$ cat src/rtl/ser_pkg.sv
// rtl/ser_pkg.sv - shared types and constants for the serial capture block (PARITY_CHECK_EN adds the PAR state)
package ser_pkg;

    // Legal range for the number of data bits per frame
    localparam int WIDTH_MIN = 2;
    localparam int WIDTH_MAX = 32;

    // Capture FSM state encoding
    typedef logic [1:0] ser_state_t;

    localparam ser_state_t ST_IDLE  = 2'd0;
    localparam ser_state_t ST_ARM   = 2'd1;
    localparam ser_state_t ST_SHIFT = 2'd2;
`ifdef PARITY_CHECK_EN
    localparam ser_state_t ST_PAR   = 2'd3;
`endif

    // Bit counter must hold the value WIDTH itself (terminal count)
    function automatic int cnt_width(input int w);
        return $clog2(w + 1);
    endfunction

endpackage

$ cat src/rtl/ser_bit_cnt.sv
// rtl/ser_bit_cnt.sv - frame bit counter with clear, enable and terminal count at WIDTH
module ser_bit_cnt
    import ser_pkg::*;
#(
    parameter int WIDTH = 8
) (
    input  logic                        clk,
    input  logic                        rst_n,
    input  logic                        clr,
    input  logic                        en,
    output logic [cnt_width(WIDTH)-1:0] cnt,
    output logic                        tc
);

    localparam int CNT_W = cnt_width(WIDTH);

    // Count captured bits; clear wins over enable
    always_ff @(posedge clk or negedge rst_n) begin
        if (!rst_n) begin
            cnt <= '0;
        end else if (clr) begin
            cnt <= '0;
        end else if (en) begin
            cnt <= cnt + 1'b1;
        end
    end

    assign tc = (cnt == CNT_W'(WIDTH));

endmodule

$ cat src/rtl/ser_capture.sv
// rtl/ser_capture.sv - serial-to-parallel frame capture with hold/ack handshake (PARITY_CHECK_EN enables even-parity check)
module ser_capture
    import ser_pkg::*;
#(
    parameter int WIDTH = 8
) (
    input  logic             serclk,
    input  logic             reset_n,
    input  logic             s_in,
    input  logic             frame_n,
    input  logic             par_ack,
    output logic [WIDTH-1:0] par_data_out,
    output logic             par_valid,
    output logic             overrun,
    output logic             frame_abort
`ifdef PARITY_CHECK_EN
    ,
    output logic             par_err
`endif
);

    localparam int CNT_W = cnt_width(WIDTH);

    if (WIDTH < WIDTH_MIN || WIDTH > WIDTH_MAX) begin : g_bad_width
        $error("ser_capture: WIDTH out of range");
    end

    ser_state_t       state;
    ser_state_t       state_nxt;
    logic [WIDTH-1:0] shifter;
    logic [CNT_W-1:0] cnt;
    logic             tc;
    logic             last_bit;
    logic             cnt_clr;
    logic             cnt_en;
    logic             shift_en;
    logic             abort;
    logic             commit;
`ifdef PARITY_CHECK_EN
    logic             par_bit;
    logic             par_bit_en;
`endif

    // The bit being sampled now is the last data bit of the frame
    assign last_bit = (cnt == CNT_W'(WIDTH - 1));

    ser_bit_cnt #(
        .WIDTH (WIDTH)
    ) u_bit_cnt (
        .clk   (serclk),
        .rst_n (reset_n),
        .clr   (cnt_clr),
        .en    (cnt_en),
        .cnt   (cnt),
        .tc    (tc)
    );

    // Next-state and datapath control; a full word waits in IDLE with tc set for one edge to commit
    always_comb begin
        state_nxt  = state;
        cnt_clr    = 1'b0;
        cnt_en     = 1'b0;
        shift_en   = 1'b0;
        abort      = 1'b0;
        commit     = 1'b0;
`ifdef PARITY_CHECK_EN
        par_bit_en = 1'b0;
`endif
        case (state)
            ST_IDLE: begin
                if (tc) begin
                    commit  = 1'b1;
                    cnt_clr = 1'b1;
                end
                if (!frame_n) begin
                    state_nxt = ST_ARM;
                end
            end
            ST_ARM: begin
                // First high sample of frame_n already carries the MSB
                if (frame_n) begin
                    shift_en  = 1'b1;
                    cnt_en    = 1'b1;
                    state_nxt = ST_SHIFT;
                end
            end
            ST_SHIFT: begin
                if (!frame_n) begin
                    abort     = 1'b1;
                    cnt_clr   = 1'b1;
                    state_nxt = ST_ARM;
                end else begin
                    shift_en = 1'b1;
                    cnt_en   = 1'b1;
                    if (last_bit) begin
`ifdef PARITY_CHECK_EN
                        state_nxt = ST_PAR;
`else
                        state_nxt = ST_IDLE;
`endif
                    end
                end
            end
`ifdef PARITY_CHECK_EN
            ST_PAR: begin
                if (!frame_n) begin
                    abort     = 1'b1;
                    cnt_clr   = 1'b1;
                    state_nxt = ST_ARM;
                end else begin
                    par_bit_en = 1'b1;
                    state_nxt  = ST_IDLE;
                end
            end
`endif
            default: begin
                cnt_clr   = 1'b1;
                state_nxt = ST_IDLE;
            end
        endcase
    end

    // State register
    always_ff @(posedge serclk or negedge reset_n) begin
        if (!reset_n) begin
            state <= ST_IDLE;
        end else begin
            state <= state_nxt;
        end
    end

    // MSB-first shifter; partial words are discarded by the counter clear, not by zeroing
    always_ff @(posedge serclk or negedge reset_n) begin
        if (!reset_n) begin
            shifter <= '0;
        end else if (shift_en) begin
            shifter <= {shifter[WIDTH-2:0], s_in};
        end
    end

`ifdef PARITY_CHECK_EN
    // Capture the trailing parity bit
    always_ff @(posedge serclk or negedge reset_n) begin
        if (!reset_n) begin
            par_bit <= 1'b0;
        end else if (par_bit_en) begin
            par_bit <= s_in;
        end
    end
`endif

    // Output word, hold/ack handshake and sticky overrun
    always_ff @(posedge serclk or negedge reset_n) begin
        if (!reset_n) begin
            par_data_out <= '0;
            par_valid    <= 1'b0;
            overrun      <= 1'b0;
`ifdef PARITY_CHECK_EN
            par_err      <= 1'b0;
`endif
        end else begin
            if (commit && (!par_valid || par_ack)) begin
                par_data_out <= shifter;
                par_valid    <= 1'b1;
`ifdef PARITY_CHECK_EN
                par_err      <= (^shifter) ^ par_bit;
`endif
            end else if (par_ack) begin
                par_valid <= 1'b0;
            end

            if (par_ack) begin
                overrun <= 1'b0;
            end else if (commit && par_valid) begin
                overrun <= 1'b1;
            end
        end
    end

    // One-cycle abort pulse
    always_ff @(posedge serclk or negedge reset_n) begin
        if (!reset_n) begin
            frame_abort <= 1'b0;
        end else begin
            frame_abort <= abort;
        end
    end

endmodule

$ cat config.mk
export PLATFORM = sky130hd
export DESIGN_NAME = ser_capture
export DESIGN_NICKNAME = d
export VERILOG_FILES = /design/src/rtl/ser_pkg.sv /design/src/rtl/ser_bit_cnt.sv /design/src/rtl/ser_capture.sv
export SDC_FILE = /design/constraint.sdc
export NUM_CORES = 1
export LEC_CHECK = 0
export ABC_CLOCK_PERIOD_IN_PS = 1700
export BUFFER_PORTS_ARGS = -buffer_cell sky130_fd_sc_hd__buf_2
export CAP_MARGIN = 0
export CORE_ASPECT_RATIO = 1.5
export CORE_MARGIN = 2
export CORE_UTILIZATION = 55
export CTS_CLUSTER_SIZE = 12
export DETAILED_ROUTE_END_ITERATION = 10
export PLACE_DENSITY = 0.79
export SYNTH_ARGS = -nofsm -noshare
export SYNTH_HDL_FRONTEND = slang
export SYNTH_SLANG_ARGS = --single-unit
$ cat constraint.sdc
create_clock -name serclk -period 1.7 [get_ports serclk]
set_input_delay 0.34 -clock serclk [delete_from_list [all_inputs] [get_ports serclk]]
set_output_delay 0.34 -clock serclk [all_outputs]
set_load 0.01 [all_outputs]
After elaboration in Yosys (flattened, before gate mapping)
Cells that the tools add are included.
Word-level totals
  flip-flop bits (word level): 25
  output and inout bits: 11
Operators by class
  add/subtract/negate cells: 1
  equality and inequality tests: 7
  muxes and demuxes: 18
  reduce and logical (&&, ||, !) cells: 10
Operators by type and width (number)
  $mux 1: 10
  $mux 2: 4
  $mux 4: 2
  $pmux 2 s3: 1
  $reduce_bool 2->1: 3
  $add 4x1->4 const B: 1
  $eq 4x3->1 const B: 1
  $eq 4x4->1 const B: 1
  $ne 2x2->1 const B: 2
  $ne 3x3->1 const B: 1
  $pmux 1 s3: 1
  $reduce_and 3->1: 1
  $eq 2x1->1 const B: 1
  $eq 2x2->1 const B: 1
  $logic_and 1x1->1: 2
  $logic_not 2->1: 1
  $reduce_or 2->1: 1
  $logic_not 1->1: 1
  $logic_or 1x1->1: 1

Depth between registers and ports, before layout
  depth after elaboration: 6
  mapped depth: 6
  mapped depth without buffers: 5

Modules after synthesis
Synthesis repeated with hierarchy kept, for this count alone.
Unflattened totals
  cell total of the unflattened synthesis: 92
  area, all modules: 1166.1 um^2
By module, submodules not included
  ser_capture: times used 1, cells an instance 71, area each 945.9 um^2, sequential area each 525.5 um^2
  ser_bit_cnt: times used 1, cells an instance 21, area each 220.2 um^2, sequential area each 100.1 um^2

Least setup slack after synthesis
OpenSTA, ideal clock, no wires.
  path kind: reg2reg
  start point: reg state[1]
  end point: reg par_data_out[0]
  arrival time: 1.443 ns
  data required time: 1.575 ns
  path slack: 0.132 ns
  stages on the path, launching flop included: 6
  cell sequence: dfrtp_1 > inv_1 > ha_1 > nand4b_4 > a21oi_4 > mux2_2
Between the ends
  cells in the longest elaborated chain, start to end: 3
RTL lines
  start, declared: RTL line ser_capture.sv:28  | ser_state_t state;
  start signal, assigned: RTL line ser_capture.sv:128  | state <= state_nxt;
  $logic_not 2->1: RTL line ser_capture.sv:69  | case (state)
  $mux 1: RTL line ser_capture.sv:69
  $logic_and 1x1->1: RTL line ser_capture.sv:162  | if (commit && (!par_valid || par_ack)) begin
  end signal, assigned: RTL line ser_capture.sv:163  | par_data_out <= shifter;
  end, declared: RTL line ser_capture.sv:12  | output logic [WIDTH-1:0] par_data_out,
No other way between the ends.
A chain may end at the register's enable or synchronous reset.

Final worst setup path
  start point: reg state[1]
  end point: reg u_bit_cnt.cnt[1]
Between the ends
  cells in the longest elaborated chain, start to end: 4
  elaborated cells between the ends (all ways): 8
  classes of those cells: eq/ne: 2; mux: 3; reduce/logical: 3
RTL lines
  $eq 2x2->1 or $eq 2x1->1 (tied branches): RTL line ser_capture.sv:69
  $reduce_or 2->1 (no line)
  $mux 1
  $reduce_bool 2->1 (no line)
  end signal, assigned: RTL line ser_bit_cnt.sv:24  | cnt <= cnt + 1'b1;
  end, declared: RTL line ser_bit_cnt.sv:11  | output logic [cnt_width(WIDTH)-1:0] cnt,
Parallel ways exist; a longest one is shown, timed or not.

==> flow_summary_export.csv <==
group,metric,value,unit
worst_setup_path,r2r_cells,5,
status,violations,"hold timing",
yosys,synth_cell_types,31,
drt,vias_per_cell,5.75,
clocking,cts_setup_buffers,0,
global_route,grt_overflow,0,
placement,post-dp-hpwl,1560,um
yosys,synthTopCellsByCount,"dfrtp_1 (25), mux2_2 (16), ha_1 (7), inv_1 (7), nor2_1 (5)",
worst_setup_path,worstSetupPathType,"flip-flop to flip-flop",
yosys,synth-seq-area-share,0.526,
worst_setup_path,crit_required,1940,ps
drt,drtIter0Drc,4,
worst_setup_path,r2r-end,"u_bit_cnt.cnt[1]",
clocking,cts.sinks,25,
floorplanning,core-area,0.00203,mm^2
layout,finish.net_count,126,
yosys,synth-main-ff-cell,"dfrtp_1",
yosys,synthArstFlopShare,1.00,
layout,multi_input_area,539,um^2
global_route,grtUsageTotal,0.179,
layout,diodes,0,
worst_setup_path,cp.arrival,1850,ps
worst_setup_path,crit_fanout,5,
global_route,grt_pass1_vias,793,
worst_setup_path,crit_family,"simple AND/OR/NAND/NOR gates",
yosys,synth-edff-count,0,
drt,drc,0,
sta,final_hold_viol_count,13,
flow_run,maxCapViolCount,0,
power,p_per_area,1450,mW/mm^2
placement,dp_cells,131,
sta,hold_slack,-8.16,ps
sta,drv_slew,0,
placement,gp_congestion,0.855,
drt,final_antenna_net_count,0,
clocking,clk_path_buf_depth,2,
floorplanning,die-height,60.9,um
sta,finalWorstSetupSlack,94.5,ps
drt,finalWirelength,2000,um
yosys,netlist.area_leader.share,0.526,
yosys,synthTopCellsByArea,"dfrtp_1 (53%), mux2_2 (15%), ha_1 (7.4%), inv_1 (2.2%), nand4b_4 (2.0%)",
layout,syn_to_final_growth,13.6,%
drt,wl_per_cell,14.8,um
yosys,synth_top_area_cell,"dfrtp_1",
sta,max_freq,623,MHz
clocking,cts_tree,"built",
yosys,syn_nets,104,
clocking,root_buffer,"clkbuf_4",
power,leakagePower,0.680,nW
layout,fillers,159,
layout,seq_area,626,um^2
placement,port_buffers,15,
placement,pre_cts_slack,62.2,ps
sta,fin_crit_sh,0.944,
yosys,synth_area,0.00119,mm^2
worst_setup_path,path_cells,"buf_4 > ha_1 > and2b_1 > or3b_4 > a21oi_1",
sta,rsz0062_at_grt,"false",
clocking,worstSkewPairLatency,310,ps
sta,fin_crit,1610,ps
sta,final.setup_skew,5.02,ps
power,ir_drop,1.03,mV
yosys,yosys_register_bits,25,
sta,relSlewSlack,0.638,
clocking,cts_max_level,1,
floorplanning,start_util,0.586,
worst_hold_path,worstHoldPathType,"input port to async pin",
worst_setup_path,cp_slowest_cell,"dfrtp_1",
yosys,avgSynthCellArea,12.9,um^2
worst_setup_path,r2r_slack,90,ps
drt,via_count,776,
clocking,clk_pin_slew,120,ps
floorplanning,ioPinCount,16,
status,outcome,"complete, but fails checks",
worst_setup_path,crit_path_end_kind,"flip-flop",
power,power.total,1.96,mW
worst_setup_path,crit_buf_inv,1,
yosys,yosys_warnings,0,
global_route,grt_max_degree,26,
yosys,syn_inst,92,
sta,setup_violations,0,
placement,placed_area,0.00131,mm^2
floorplanning,rows,20,
layout,stdcell_area,0.00135,mm^2
layout,final_layout_size_suffix_gt1_frac,0.389,
yosys,yosysMostFrequentCell,"dfrtp_1",
worst_setup_path,cpPeakStageDelay,400,ps
clocking,cts_made_buffers,3,
sta,worst_pin_slew,542,ps
layout,finalNonFillerCells,135,
drt,first_pass_iters,2,
global_route,antenna_found_initial,0,
global_route,grt_first_pass_wirelength,3440,um
floorplanning,die-area,0.00256,mm^2
sta,tns,0,ps
worst_setup_path,reg2reg_from,"state[1]",
worst_setup_path,cp-start-kind,"flip-flop",
floorplanning,chipWidth,42.0,um
-- layout make-up --
cell class | count | area share
flip-flops and latches | 25 | 0.463
well taps | 22 | 0.0204
inverters | 7 | 0.0195
repair buffers | 19 | 0.0779
multi-input cells | 58 | 0.399
clock buffers | 4 | 0.0195
-- registers in the layout, summed over array words and instances, names as in the netlist --
| name | cells |
|---|---|
| par_data_out | 8 |
| shifter | 8 |
| u_bit_cnt.cnt | 4 |
| state | 2 |
| frame_abort | 1 |
| overrun | 1 |
| par_valid | 1 |
-- worst register-to-register path: stages (launching register included) --
cell     delay [ps]
dfrtp_1         400
buf_4           150
ha_1            240
and2b_1         220
or3b_4          400
a21oi_1         140
-- power breakdown --
group          leakage, nW  internal (mW)  switching [mW]
sequential           0.329          0.779           0.119
combinational        0.336          0.426           0.384
clock               0.0150         0.0916           0.159
-- layer usage --
metal | vias to the layer above | routed length, um | global-route usage
li1 | 367 | - | -
met1 | 395 | 806 | 0.206
met2 | 10 | 1130 | 0.339
met3 | 4 | 38 | 0.0268
met4 | 0 | 23 | 0.0645
met5 | - | 0 | 0
-- what timing repair did --
item / CTS / global route
endpoints found under the setup margin: 0 / 10
hold buffers: 0 / 0
gates resized for setup: 0 / 4
-- cells in the final DEF, fill, tap and decap left out --
master / netlist / routed
a211oi_2: 1 / 1
a21oi_1: 1 / 1
a21oi_4: 1 / 1
a221oi_1: 1 / 1
a22oi_1: 1 / 1
and2_1: 1 / 1
and2b_1: 1 / 1
buf_2: 1 / 15
buf_4: 1 / 4
clkbuf_1: 0 / 1
clkbuf_4: 0 / 3
dfrtp_1: 25 / 25
ha_1: 7 / 6
ha_4: 0 / 1
inv_1: 7 / 7
mux2_2: 16 / 16
nand2_1: 1 / 1
nand2_2: 1 / 1
nand2b_1: 1 / 1
nand3_1: 4 / 4
nand3b_1: 2 / 2
nand4b_4: 1 / 1
nor2_1: 5 / 5
nor3_1: 1 / 1
nor4bb_1: 1 / 1
o211a_1: 1 / 1
o211ai_1: 2 / 2
o21a_1: 1 / 1
o21ai_0: 2 / 2
o311ai_1: 0 / 1
or3_1: 1 / 1
or3b_4: 0 / 1
xnor2_1: 1 / 1
xor2_1: 1 / 1
-- cell families after synthesis --
group                      synth area share
muxes                                 0.152
DFF                                   0.526
and+or+nand+nor                       0.116
adders and majority gates            0.0737
buffers and inverters                0.0326
xor gates and xnor gates             0.0147
AOI/OAI and AO/OA                    0.0853
-- how the worst max path moves through the flow --
| stage | cells past startpoint | start | end | slack (ps) |
|---|---|---|---|---|
| finish | 5 | state[1] | u_bit_cnt.cnt[1] | 90 |
| global route | 5 | state[1] | u_bit_cnt.cnt[1] | 0.7 |
| CTS | 5 | state[1] | par_data_out[5] | 50 |
| detailed placement | 5 | state[1] | par_data_out[5] | 60 |
| global placement | 5 | state[1] | par_data_out[5] | 120 |
| floorplan | 5 | state[1] | par_data_out[0] | 130 |
-- per-stage QoR --
step           hold slack, ps  utilization
5_1_grt                  29.6        0.666
3_3_place_gp              341        0.646
6_report                -8.16        0.666
2_1_floorplan            44.4            -
3_5_place_dp              353        0.646
4_1_cts                  4.96        0.659
Power figures use the tool's default switching activity.
